### config.mk
export PLATFORM = sky130hd
export DESIGN_NAME = fetch_decode_buffer
export DESIGN_NICKNAME = d
export VERILOG_FILES = /design/src/rtl/fetch_decode_buffer_pkg.sv /design/src/rtl/fdb_storage.sv /design/src/rtl/fetch_decode_buffer.sv
export SDC_FILE = /design/constraint.sdc
export NUM_CORES = 1
export LEC_CHECK = 0
export ABC_AREA = 1
export ABC_CLOCK_PERIOD_IN_PS = 6550
export BUFFER_PORTS_ARGS = -buffer_cell sky130_fd_sc_hd__buf_2
export CAP_MARGIN = 10
export CORE_AREA = 2 2 133 135
export DETAILED_ROUTE_END_ITERATION = 8
export DIE_AREA = 0 0 135 137
export PLACE_DENSITY = 0.74
export SLEW_MARGIN = 0
export SYNTH_ARGS = -nofsm -noshare
export SYNTH_HDL_FRONTEND = slang
export SYNTH_SLANG_ARGS = --single-unit
### constraint.sdc
create_clock -name clk -period 6.55 [get_ports clk]
set_input_delay 0.3275 -clock clk [delete_from_list [all_inputs] [get_ports clk]]
set_output_delay 0.3275 -clock clk [all_outputs]
set_load 0.02 [all_outputs]
### src/rtl/fetch_decode_buffer_pkg.sv
`default_nettype none
// ============================================================================
// Module      : fetch_decode_buffer_pkg
// Description : Shared constants and types for the fetch/decode skid buffer.
// Revision    : 1.0 - initial release
// ============================================================================
package fetch_decode_buffer_pkg;

    localparam logic [31:0] NOP_INST      = 32'h0000_0013;
    localparam int          DEFAULT_WIDTH = 32;
    localparam int          DEFAULT_DEPTH = 2;

    // Encoded as {store, unload} so the control bits cast straight onto it
    typedef enum logic [1:0] {
        FDB_IDLE = 2'b00,
        FDB_POP  = 2'b01,
        FDB_PUSH = 2'b10,
        FDB_BOTH = 2'b11
    } fdb_op_e;

endpackage
`default_nettype wire

### src/rtl/fdb_storage.sv
`default_nettype none
// ============================================================================
// Module      : fdb_storage
// Description : DEPTH x (3*WIDTH) register array, one write port, async read.
// Revision    : 1.0 - initial release
// ============================================================================
module fdb_storage
    import fetch_decode_buffer_pkg::*;
#(
    parameter int WIDTH = DEFAULT_WIDTH,
    parameter int DEPTH = DEFAULT_DEPTH
) (
    input  logic                       clk,
    input  logic                       we,
    input  logic [$clog2(DEPTH)-1:0]   waddr,
    input  logic [3*WIDTH-1:0]         wdata,
    input  logic [$clog2(DEPTH)-1:0]   raddr,
    output logic [3*WIDTH-1:0]         rdata
);

    // Contents are intentionally unreset; occupancy lives in the parent
    logic [3*WIDTH-1:0] r_mem [DEPTH];

    always_ff @(posedge clk) begin
        if (we) begin
            r_mem[waddr] <= wdata;
        end
    end

    assign rdata = r_mem[raddr];

endmodule
`default_nettype wire

### src/rtl/fetch_decode_buffer.sv
`default_nettype none
// ============================================================================
// Module      : fetch_decode_buffer
// Description : FIFO between fetch and decode with flush; optional zero-latency
//               bypass compiled in with FETCH_DECODE_BUFFER_BYPASS_EN.
// Revision    : 1.0 - initial release
// ============================================================================
module fetch_decode_buffer
    import fetch_decode_buffer_pkg::*;
#(
    parameter int WIDTH = DEFAULT_WIDTH,
    parameter int DEPTH = DEFAULT_DEPTH
) (
    input  logic                       clk,
    input  logic                       rst,
    input  logic                       in_valid,
    output logic                       in_ready,
    input  logic [WIDTH-1:0]           in_inst,
    input  logic [WIDTH-1:0]           in_pc,
    input  logic [WIDTH-1:0]           in_pc_plus4,
    input  logic                       flush,
    output logic                       out_valid,
    input  logic                       out_ready,
    output logic [WIDTH-1:0]           out_inst,
    output logic [WIDTH-1:0]           out_pc,
    output logic [WIDTH-1:0]           out_pc_plus4,
    output logic [$clog2(DEPTH):0]     count
);

    localparam int                 c_ptr_w = $clog2(DEPTH);
    localparam int                 c_cnt_w = c_ptr_w + 1;
    localparam logic [c_cnt_w-1:0] c_depth = c_cnt_w'(DEPTH);

    logic [c_ptr_w-1:0] r_wr_ptr;
    logic [c_ptr_w-1:0] r_rd_ptr;
    logic [c_cnt_w-1:0] r_count;

    logic               w_empty;
    logic               w_push;
    logic               w_pop;
    logic               w_store;
    logic               w_unload;
    fdb_op_e            w_op;
    logic [3*WIDTH-1:0] w_rdata;
    logic [WIDTH-1:0]   w_head_inst;
    logic [WIDTH-1:0]   w_head_pc;
    logic [WIDTH-1:0]   w_head_pc_plus4;

    fdb_storage #(
        .WIDTH (WIDTH),
        .DEPTH (DEPTH)
    ) u_storage (
        .clk   (clk),
        .we    (w_store),
        .waddr (r_wr_ptr),
        .wdata ({in_inst, in_pc, in_pc_plus4}),
        .raddr (r_rd_ptr),
        .rdata (w_rdata)
    );

    assign w_empty  = (r_count == '0);
    assign in_ready = (r_count < c_depth) | out_ready;
    assign w_push   = in_valid & in_ready & ~flush;
    assign w_pop    = out_valid & out_ready & ~flush;

`ifdef FETCH_DECODE_BUFFER_BYPASS_EN
    logic w_bypass;

    // rst gates the bypass so out_valid drops immediately on reset
    assign w_bypass        = w_empty & in_valid & ~flush & ~rst;
    assign out_valid       = ~w_empty | w_bypass;
    assign w_store         = w_push & ~(w_bypass & out_ready);
    assign w_unload        = w_pop & ~w_empty;
    assign w_head_inst     = w_bypass ? in_inst     : w_rdata[3*WIDTH-1:2*WIDTH];
    assign w_head_pc       = w_bypass ? in_pc       : w_rdata[2*WIDTH-1:WIDTH];
    assign w_head_pc_plus4 = w_bypass ? in_pc_plus4 : w_rdata[WIDTH-1:0];
`else
    assign out_valid       = ~w_empty;
    assign w_store         = w_push;
    assign w_unload        = w_pop;
    assign w_head_inst     = w_rdata[3*WIDTH-1:2*WIDTH];
    assign w_head_pc       = w_rdata[2*WIDTH-1:WIDTH];
    assign w_head_pc_plus4 = w_rdata[WIDTH-1:0];
`endif

    assign out_inst     = out_valid ? w_head_inst     : WIDTH'(NOP_INST);
    assign out_pc       = out_valid ? w_head_pc       : '0;
    assign out_pc_plus4 = out_valid ? w_head_pc_plus4 : '0;
    assign count        = r_count;

    assign w_op = fdb_op_e'({w_store, w_unload});

    // Power-of-two DEPTH lets pointers wrap by natural overflow
    always_ff @(posedge clk or posedge rst) begin
        if (rst) begin
            r_wr_ptr <= '0;
            r_rd_ptr <= '0;
            r_count  <= '0;
        end else if (flush) begin
            r_wr_ptr <= '0;
            r_rd_ptr <= '0;
            r_count  <= '0;
        end else begin
            if (w_store) begin
                r_wr_ptr <= r_wr_ptr + 1'b1;
            end
            if (w_unload) begin
                r_rd_ptr <= r_rd_ptr + 1'b1;
            end
            case (w_op)
                FDB_PUSH: r_count <= r_count + 1'b1;
                FDB_POP:  r_count <= r_count - 1'b1;
                default:  r_count <= r_count;
            endcase
        end
    end

endmodule
`default_nettype wire

* Yosys cells after proc, flatten, opt, wreduce, memory -nomap -nowiden
Memory sizes are Yosys's and may differ from the RTL's.
Cells that the tools add are included.
W data, S select, Z words.
** Operators by class
- Add/sub/neg operators :: 4
- $lt $le $gt $ge :: 1
- Equal/unequal tests :: 2
- Mux-type cells :: 11
- Bitwise operators :: 7
- Reductions and logical operators :: 4
** Operators with widths (count)
- $mux W32 :: 3
- $mux W1 :: 6
- $and A1 B1 Y1 :: 4
- $pmux W2 S2 :: 1
- $reduce_bool A2 Y1 :: 2
- $reduce_bool A3 Y1 :: 1
- $add A1 B1 Y1 const B :: 2
- $add A2 B1 Y2 const B :: 1
- $eq A2 B1 Y1 const B :: 1
- $eq A2 B2 Y1 const B :: 1
- $logic_not A2 Y1 :: 1
- $lt A2 B2 Y1 const B :: 1
- $mux W2 :: 1
- $not A1 Y1 :: 2
- $sub A2 B1 Y2 const B :: 1
- $or A1 B1 Y1 :: 1
** Word-level totals
- Register bits :: 4
- RAM bits :: 192
- Word-level logic and storage cells :: 33
- Memories :: 1
** Memories
- u_storage.r_mem :: words 2, width 96, read ports 1, clocked after memory_dff 0, write ports 1, line fdb_storage.sv:22 : logic [3*WIDTH-1:0] r_mem [DEPTH];

* Longest topological paths before layout
Gate-level depths: netlist of run 1.
- Word-level depth :: 7
- Depth in mapped cells :: 7
- Gate-level depth less buffers :: 7

* Cells and area by module
Synthesis of run 1 repeated with hierarchy kept, for this count alone.
** Second synthesis, totals
- Cells, all modules :: 742
- Area total of the unflattened synthesis :: 8066.5 µm²
** Modules (own cells, without submodules)
- fdb_storage :: instances 1, cells an instance 506, area each 7008.0 µm²
- fetch_decode_buffer :: instances 1, cells an instance 236, area each 1058.5 µm²

* Worst setup path before layout of run 1
OpenSTA, ideal clock, no wires.
- Path kind :: register to register
- From :: register r_count[1] (netlist: count[1])
- To :: memory u_storage.r_mem[0][0] (netlist name), enable pin
- Setup time :: 0.551 ns
- Arrival :: 4.845 ns
- Required time :: 5.999 ns
- Path slack :: 1.153 ns
- Cell stages (with the launch flop) :: 4
- Path buffers :: 0
- Clock period less this slack :: 5.397 ns
- Cell sequence :: dfrtp_1 > a21oi_1 > nand2_1 > nor2_1
** On the way
- Word-level cells in the longest chain between the ends :: 6
** Ends and longest elaborated chain
- start: declaration :: line fetch_decode_buffer.sv:36 : logic [c_cnt_w-1:0] r_count;
- start signal: assignment :: line fetch_decode_buffer.sv:111 : FDB_PUSH: r_count <= r_count + 1'b1;
- start signal: assignment :: line fetch_decode_buffer.sv:112 : FDB_POP: r_count <= r_count - 1'b1;
- start signal: assignment :: line fetch_decode_buffer.sv:113 : default: r_count <= r_count;
- $lt A2 B2 Y1 :: line fetch_decode_buffer.sv:62 : assign in_ready = (r_count < c_depth) | out_ready;
- $or A1 B1 Y1 :: line fetch_decode_buffer.sv:62
- $and A1 B1 Y1 (2 in series) :: line fetch_decode_buffer.sv:63 : assign w_push = in_valid & in_ready & ~flush;
- $mux W1 :: line fdb_storage.sv:25 : if (we) begin
- $mux W1 (not written as such) :: line fdb_storage.sv:26 : r_mem[waddr] <= wdata;
- end: declaration :: line fdb_storage.sv:22
Every way passes these cells.

* Final worst setup path of run 1
- From :: register r_rd_ptr
- To :: output port out_pc[26]
** On the way
- Word-level cells in the longest chain between the ends :: 2
** Ends and longest elaborated chain
- start: declaration :: line fetch_decode_buffer.sv:35 : logic [c_ptr_w-1:0] r_rd_ptr;
- start signal: assignment :: line fetch_decode_buffer.sv:108 : r_rd_ptr <= r_rd_ptr + 1'b1;
- $mem_v2 Z2 W96
- $mux W32 :: line fetch_decode_buffer.sv:87 : assign out_pc = out_valid ? w_head_pc : '0;
- end: declaration :: line fetch_decode_buffer.sv:25 : output logic [WIDTH-1:0] out_pc,
Every way passes these cells.

==> qor.txt, run 1 <==
Outcome -> completed
Worst setup SP type -> flip-flop
Worst hold slack -> 0.0884 ns
Worst Path Required -> 6.22 ns
Avg Cell Area, Syn -> 14.0 sq um
Max transition margin -> 36.5%
Max incr delay on CP -> 0.76 ns
Final Hold Viols -> 0
TritonCTS Buffers -> 17
Vias -> 4793
First-pass GRT wire length -> 24300 um
Ports -> 201
Critical path arrival -> 2.75 ns
Largest net degree at the start of global routing -> 86
Commonest non-fill, non-tap cell in the layout -> nand2_1
Clk_skew -> 0.00737 ns
Core Area -> 17100 sq um
Crit end category -> primary output
Post-DP HPWL -> 9930 um
Crit. Startpoint -> r_rd_ptr$_DFFE_PP0P_
DRT Pass-1 Iters -> 4
Die W -> 135 um
CTS sink cnt -> 196
Initial antenna violation count -> 1
Vias in the first global route -> 4892
Crit path kind -> reg2out
Worst Max-Slew Pin Slew -> 0.953 ns
Final Slew Violations -> 0
CTS root buf -> clkbuf_16
Register Area -> 5870 sq um
Row cnt -> 48
Final Cell Area -> 9420 sq um
Syn Inst Count -> 548
Fill cells -> 1435
Yosys reg bits -> 196
Min-delay src -> in_pc[15]
Crit path time final -> 3.08 ns
Worst-path maximum fanout -> 85
GRT Residual Overflow -> 0
Clk buf depth -> 2
Register area share after synthesis -> 76.3%
Drt drc -> 0
Clk slew on worst S/H paths -> 0.07 ns
Final WL -> 15900 um
Routed WL per cell -> 16.1 um
CP Cell Sequence -> clkinv_2 -> buf_4 -> nand2_1 -> a21oi_2 -> buf_2
Commonest non-fill, non-tap cells in the layout -> nand2_1, buf_2, edfxtp_1, a21oi_2, a21oi_1
Global-route usage over all layers -> 17.5%
CTS tree -> built
Synth warn -> 0
Area post-placement -> 8840 sq um
Crit share post-route -> 47.1%
Setup tns final -> 0 ns
Unique masters post-synth -> 19
Port buffer count -> 200
Effective utilization at floorplan -> 45.0%
Max-cap viol count -> 0
Multi-input logic area -> 1590 sq um
Clk Latency, worst-skew pair -> 0.42 ns
Worst R2R Start -> r_rd_ptr$_DFFE_PP0P_
Leak Pwr -> 3.66 nW
DRT antenna net count -> 0
Slowest-stage cell, CP -> buf_4
Post-Place Setup Slack -> 3.90 ns
Initial DRC count -> 396
Chip height -> 137 um
Peak Freq -> 324 MHz
Post-DR vias/cell -> 4.88
Worst VDD drop -> 0.000191 V
Final worst setup slack -> 3.47 ns
Die area -> 18500 sq um
Area grow syn2layout -> 22.6%
Post-Syn Area -> 7680 sq um
H-tree lvl count -> 4
Share of cells above drive strength 1 -> 41.7%
Final setup vio count -> 0
Post-synth net total -> 649
PD cells -> 336 nW/um^2
RSZ-0062 raised after global routing -> no
Routability congestion estimate -> 0.782
Final layout net count -> 845
Worst min-delay path category -> in2reg
[timing repair]
item                      CTS  global route
hold endpoints to repair    4             0
gates resized for setup     0             0
hold buffers                1             0
buffers inserted            0             0
[through the flow]
stage               util [%]  total power [W]  cells
finish                  55.2          0.00317    983
detailed placement      51.8          0.00220    949
floorplan                  -          0.00200    548
global placement        51.8          0.00219    949
global route            55.2          0.00331    982
CTS                     55.2          0.00321    982
[synth_stat cells]
cell type,n,share of area (%)
edfxtp_1,192,75
dfrtp_1,4,1.3
inv_1,6,0.29
clkbuf_1,8,0.39
inv_2,2,0.098
o21ai_1,2,0.13
o22ai_1,1,0.081
buf_2,13,0.85
a21oi_2,70,8.0
nand2_4,1,0.15
buf_6,9,1.3
buf_4,1,0.098
clkinv_2,1,0.065
a21oi_1,25,1.6
nand2_1,203,9.9
nand4_1,3,0.24
nand3_1,4,0.26
nor2_1,2,0.098
o21ai_0,1,0.065
[where the power goes]
part           internal [W]  switching (W)  total [W]
Clock              0.000536       0.000465    0.00100
Sequential          0.00144      0.0000313    0.00148
Combinational      0.000195       0.000494   0.000689
Total               0.00218       0.000990    0.00317
[area by class of cell]
type                            instances  area share (%)
Sequential cell                       196            62.3
Multi-Input combinational cell        312            16.9
Timing Repair Buffer                  208            11.3
Clock buffer                           17            4.52
Tap cell                              225            2.99
Clock inverter                         15            1.55
Inverter                                9           0.398
Antenna cell                            1          0.0266
[per-layer routing]
metal  vias up  wire (um)  GRT usage (%)
met2       153       8020           30.0
li1       2320          -              -
met1      2293       6610           21.2
met3        27        815           4.22
met5         -          0              0
met4         0        418           7.81
[cell families (layout without fill, tap and decap cells)]
family,after synthesis,count (layout),synth area share [%]
AND/OR/NAND/NOR,213,213,10.7
flip-flops,196,196,76.3
AO/OA/AOI/OAI,99,99,9.88
buffers and inverters,40,249,3.11
other,0,1,0
[sequential cells by signal, indices dropped and copies added, names as in the netlist]
name	cells
u_storage.r_mem	192
count	2
r_rd_ptr	1
r_wr_ptr	1
[path summary, 6_finish.rpt]
check	to	slack (ns)	depth (start not counted)
worst min-delay path	u_storage.r_mem[0][47]$_DFFE_PP_	0.09	1
worst min register to register	count[0]$_DFFE_PP0P_	0.53	1
worst max register to register	r_rd_ptr$_DFFE_PP0P_	4.36	4
min in group asynchronous	count[0]$_DFFE_PP0P_	0.34	3
max in group asynchronous	r_rd_ptr$_DFFE_PP0P_	6.04	3
worst max-delay path	out_pc[26]	3.47	5
[critical path: cells and delay by family, from the launching register on]
| family | cells | cell delay [ns] |
|---|---|---|
| flip-flops | 1 | 0.69 |
| AND/OR/NAND/NOR | 1 | 0.16 |
| buffers and inverters | 3 | 1.20 |
| AO/OA/AOI/OAI | 1 | 0.17 |
Power figures use the tool's default switching activity.
==> inputs of run 2 (changes only) <==
Settings changed: ABC_AREA 1 to 0, ABC_CLOCK_PERIOD_IN_PS 6550 to 2800, CORE_AREA 2 2 133 135 to 2 2 131 133, DIE_AREA 0 0 135 137 to 0 0 133 135, PLACE_DENSITY 0.74 to 0.77.
Clock period 6.55 ns to 2.8 ns, I/O delays scaled along.
==> run 2 against run 1 <==
Clock power is 120% higher. Global-route usage grew 0.42 points. Worst hold slack improved by 0.010 ns. Cell count is 0.51% lower. Critical endpoint is now out_inst[1]. Worst setup slack got worse by 2.9 ns. Via count fell by 1.9%. First-iteration DRC count shrank 26%. Cell area is 10% higher. Synthesized cell count shrank 21%.
==> qor.txt, run 2 <==
Outcome -> completed
Unique masters post-synth -> 24 (+5)
Share of cells above drive strength 1 -> 33.2% (-8.5 points)
Post-DP HPWL -> 9610 um (-3.2%)
Worst setup SP type -> flip-flop
Worst-path maximum fanout -> 50 (-41%)
Final layout net count -> 846 (+0.12%)
Vias -> 4702 (-1.9%)
Chip height -> 135 um (-1.5%)
Area contributors post-synth -> edfxtp_1, mux2i_1, nor2_1
Post-synth top area cell -> edfxtp_1
Commonest cells in the netlist -> edfxtp_1, mux2i_1, nor2_1
Synth warn -> 0 (unchanged)
Flop2flop setup slack -> 0.84 ns (-3.52 ns)
Routed WL per cell -> 16.2 um (+0.35%)
Global-route usage over all layers -> 17.9% (+0.42 points)
Die W -> 133 um (-1.5%)
Register area share after synthesis -> 78.3% (+2.0 points)
Cell total after placement -> 848 (-11%)
CTS root buf -> clkbuf_16
Post-Place Setup Slack -> 0.823 ns (-3.08 ns)
Seq pwr share -> 51.5% (+4.9 points)
Crit path time final -> 2.19 ns
Worst hold slack -> 0.0988 ns (+0.0104 ns)
Max transition margin -> 47.6% (+11 points)
Hold_buf cts -> 98 (+97)
Non-filler cells, final -> 978 (-0.51%)
Syn Inst Count -> 434 (-21%)
Internal power -> 0.00495 W (+130%)
Multi-input logic area -> 1480 sq um (-6.9%)
Peak Freq -> 457 MHz
CTS tree -> built
Final Hold Viols -> 0 (unchanged)
GRT Residual Overflow -> 0 (unchanged)
Number of flip-flops in the largest register -> 192 (unchanged)
Crit path kind -> reg2out
Effective utilization at floorplan -> 45.7% (+0.61 points)
RSZ-0062 raised after global routing -> no
First-pass GRT wire length -> 24800 um (+2.0%)
TritonCTS Buffers -> 17 (unchanged)
Clk slew on worst S/H paths -> 0.07 ns (about the same)
Area grow syn2layout -> 38.3%
Count leader, synth -> edfxtp_1
Combinational group share of total power -> 14.2% (-7.6 points)
Ys flop type -> edfxtp_1
Ports -> 201 (unchanged)
Yosys reg bits -> 196 (unchanged)
Drt drc -> 0 (unchanged)
Worst Reg-to-Reg Cells -> 5 (+1)
Final Slew Violations -> 0 (unchanged)
Routability congestion estimate -> 0.794 (+1.5%)
Post-synth net total -> 535 (-18%)
Min-delay src -> out_ready
DRT antenna net count -> 0 (unchanged)
Post-DR vias/cell -> 4.81 (-1.4%)
Worst Path Required -> 2.66 ns (-3.56 ns)
Setup repair bufs after CTS -> 0 (unchanged)
Fill cells -> 1130 (-21%)
H-tree lvl count -> 4 (unchanged)
Hold Path Sink -> count[0]$_DFFE_PP0P_
Worst VDD drop -> 0.000487 V (+150%)
DRT Pass-1 Iters -> 5 (+1)
Post-synth EDFFs -> 192 (unchanged)
Leak Pwr -> 3.96 nW (+8.1%)
Port buffer count -> 200 (unchanged)
Sw Pwr -> 0.00159 W (+61%)
Final WL -> 15800 um (-0.16%)
Clock share of power -> 34.3% (+2.7 points)
Avg Cell Area, Syn -> 17.3 sq um (+23%)
Clk Latency, worst-skew pair -> 0.41 ns (about the same)
Core Area -> 16400 sq um (-3.8%)
Final worst setup slack -> 0.610 ns (-2.86 ns)
Worst R2R Start -> count[1]$_DFFE_PP0P_
Initial DRC count -> 293 (-26%)
Commonest non-fill, non-tap cell in the layout -> buf_2
Commonest non-fill, non-tap cells in the layout -> buf_2, edfxtp_1, dlygate4sd3_1, mux2i_1, nor2_1
Clk buf depth -> 2 (unchanged)
Post-synth ARST share -> 2.04% (unchanged)
Crit share post-route -> 78.2%
Final setup vio count -> 0 (unchanged)
Core Util, Final -> 63.1% (+7.9 points)
Worst min-delay path category -> in2reg
Post_cts resized -> 0 (unchanged)
Die area -> 18000 sq um (-2.9%)
Sw Ratio -> 24.3% (-6.9 points)
Largest net degree at the start of global routing -> 97 (+13%)
N_diodes -> 0 (-1)
Max-cap viol count -> 0 (unchanged)
Vias in the first global route -> 5043 (+3.1%)
Clk_skew -> 0.00525 ns (-0.00212 ns)
Post-Syn Area -> 7490 sq um (-2.5%)
Worst hold path cell count -> 3 (+2)
Share of the synthesized area in the top cell type -> 77.0% (+1.9 points)
Crit Reg-Reg Endpoint -> u_storage.r_mem[0][89]$_DFFE_PP_
Critical path arrival -> 2.05 ns (-0.70 ns)
Row cnt -> 47 (-2.1%)
Initial antenna violation count -> 0 (-1)
CTS sink cnt -> 196 (unchanged)
PD cells -> 632 nW/um^2 (+88%)
Register Area -> 5870 sq um (about the same)
Worst Max-Slew Pin Slew -> 0.784 ns (-0.169 ns)
Largest Register -> u_storage.r_mem
Crit end category -> primary output
run 2: worst max-delay path by stage:
stage,startpoint,to,slack (ns),depth (start not counted)
floorplan,count[1]$_DFFE_PP0P_,u_storage.r_mem[1][0]$_DFFE_PP_,-0.88,4
finish,count[0]$_DFFE_PP0P_,out_inst[1],0.61,5
CTS,count[0]$_DFFE_PP0P_,out_inst[0],0.58,5
detailed placement,count[1]$_DFFE_PP0P_,u_storage.r_mem[0][91]$_DFFE_PP_,0.82,5
global placement,count[1]$_DFFE_PP0P_,u_storage.r_mem[0][94]$_DFFE_PP_,0.82,5
global route,count[0]$_DFFE_PP0P_,out_inst[1],0.47,5
run 2: power by group through the flow:
stage                     registers [W]  logic (W)  clock network [W]
after global routing            0.00338    0.00100            0.00241
after CTS                       0.00337   0.000935            0.00229
final                           0.00337   0.000933            0.00224
after floorplan                 0.00343   0.000525                  0
after global placement          0.00343   0.000804                  0
after detailed placement        0.00343   0.000825                  0
run 2: worst max-delay path, cell delays in order (launching register included):
cell and delay (ns):
dfrtp_1 0.45, nor2_4 0.54, buf_12 0.30, inv_2 0.08, nand2_1 0.06, buf_2 0.16
run 2: layout make-up:
type,count,area share (%)
Tap cell,220,2.66
Clock inverter,13,1.05
Sequential cell,196,56.7
Inverter,4,0.169
Multi-Input combinational cell,213,14.3
Clock buffer,19,4.18
Timing Repair Buffer,313,20.9
run 2: kinds of logic after synthesis:
family                    Yosys count  share of synthesized area (%)
AOI/OAI and AO/OA                   7                          0.518
buffers and inverters              25                           2.36
and+or+nand+nor                   109                           5.88
xor gates and xnor gates            1                          0.117
muxes                              96                           12.8
DFF                               196                           78.3
run 2: metrics by stage:
stage / setup TNS, ns / power (W) / cell area [sq um]
finish: 0 / 0.00655 / 10400
detailed placement: 0 / 0.00426 / 8840
floorplan: -151.01 / 0.00396 / 7520
global route: 0 / 0.00678 / 10400
global placement: 0 / 0.00423 / 8840
CTS: 0 / 0.00660 / 10400
run 2: metal layers:
layer / up-vias / part of all wire (%) / global-route usage [%]
met4: 0 / 1.9 / 6.87
met2: 152 / 53 / 32.2
met5: - / 0 / 0
li1: 2227 / - / -
met3: 23 / 4.8 / 4.24
met1: 2300 / 40 / 21.0
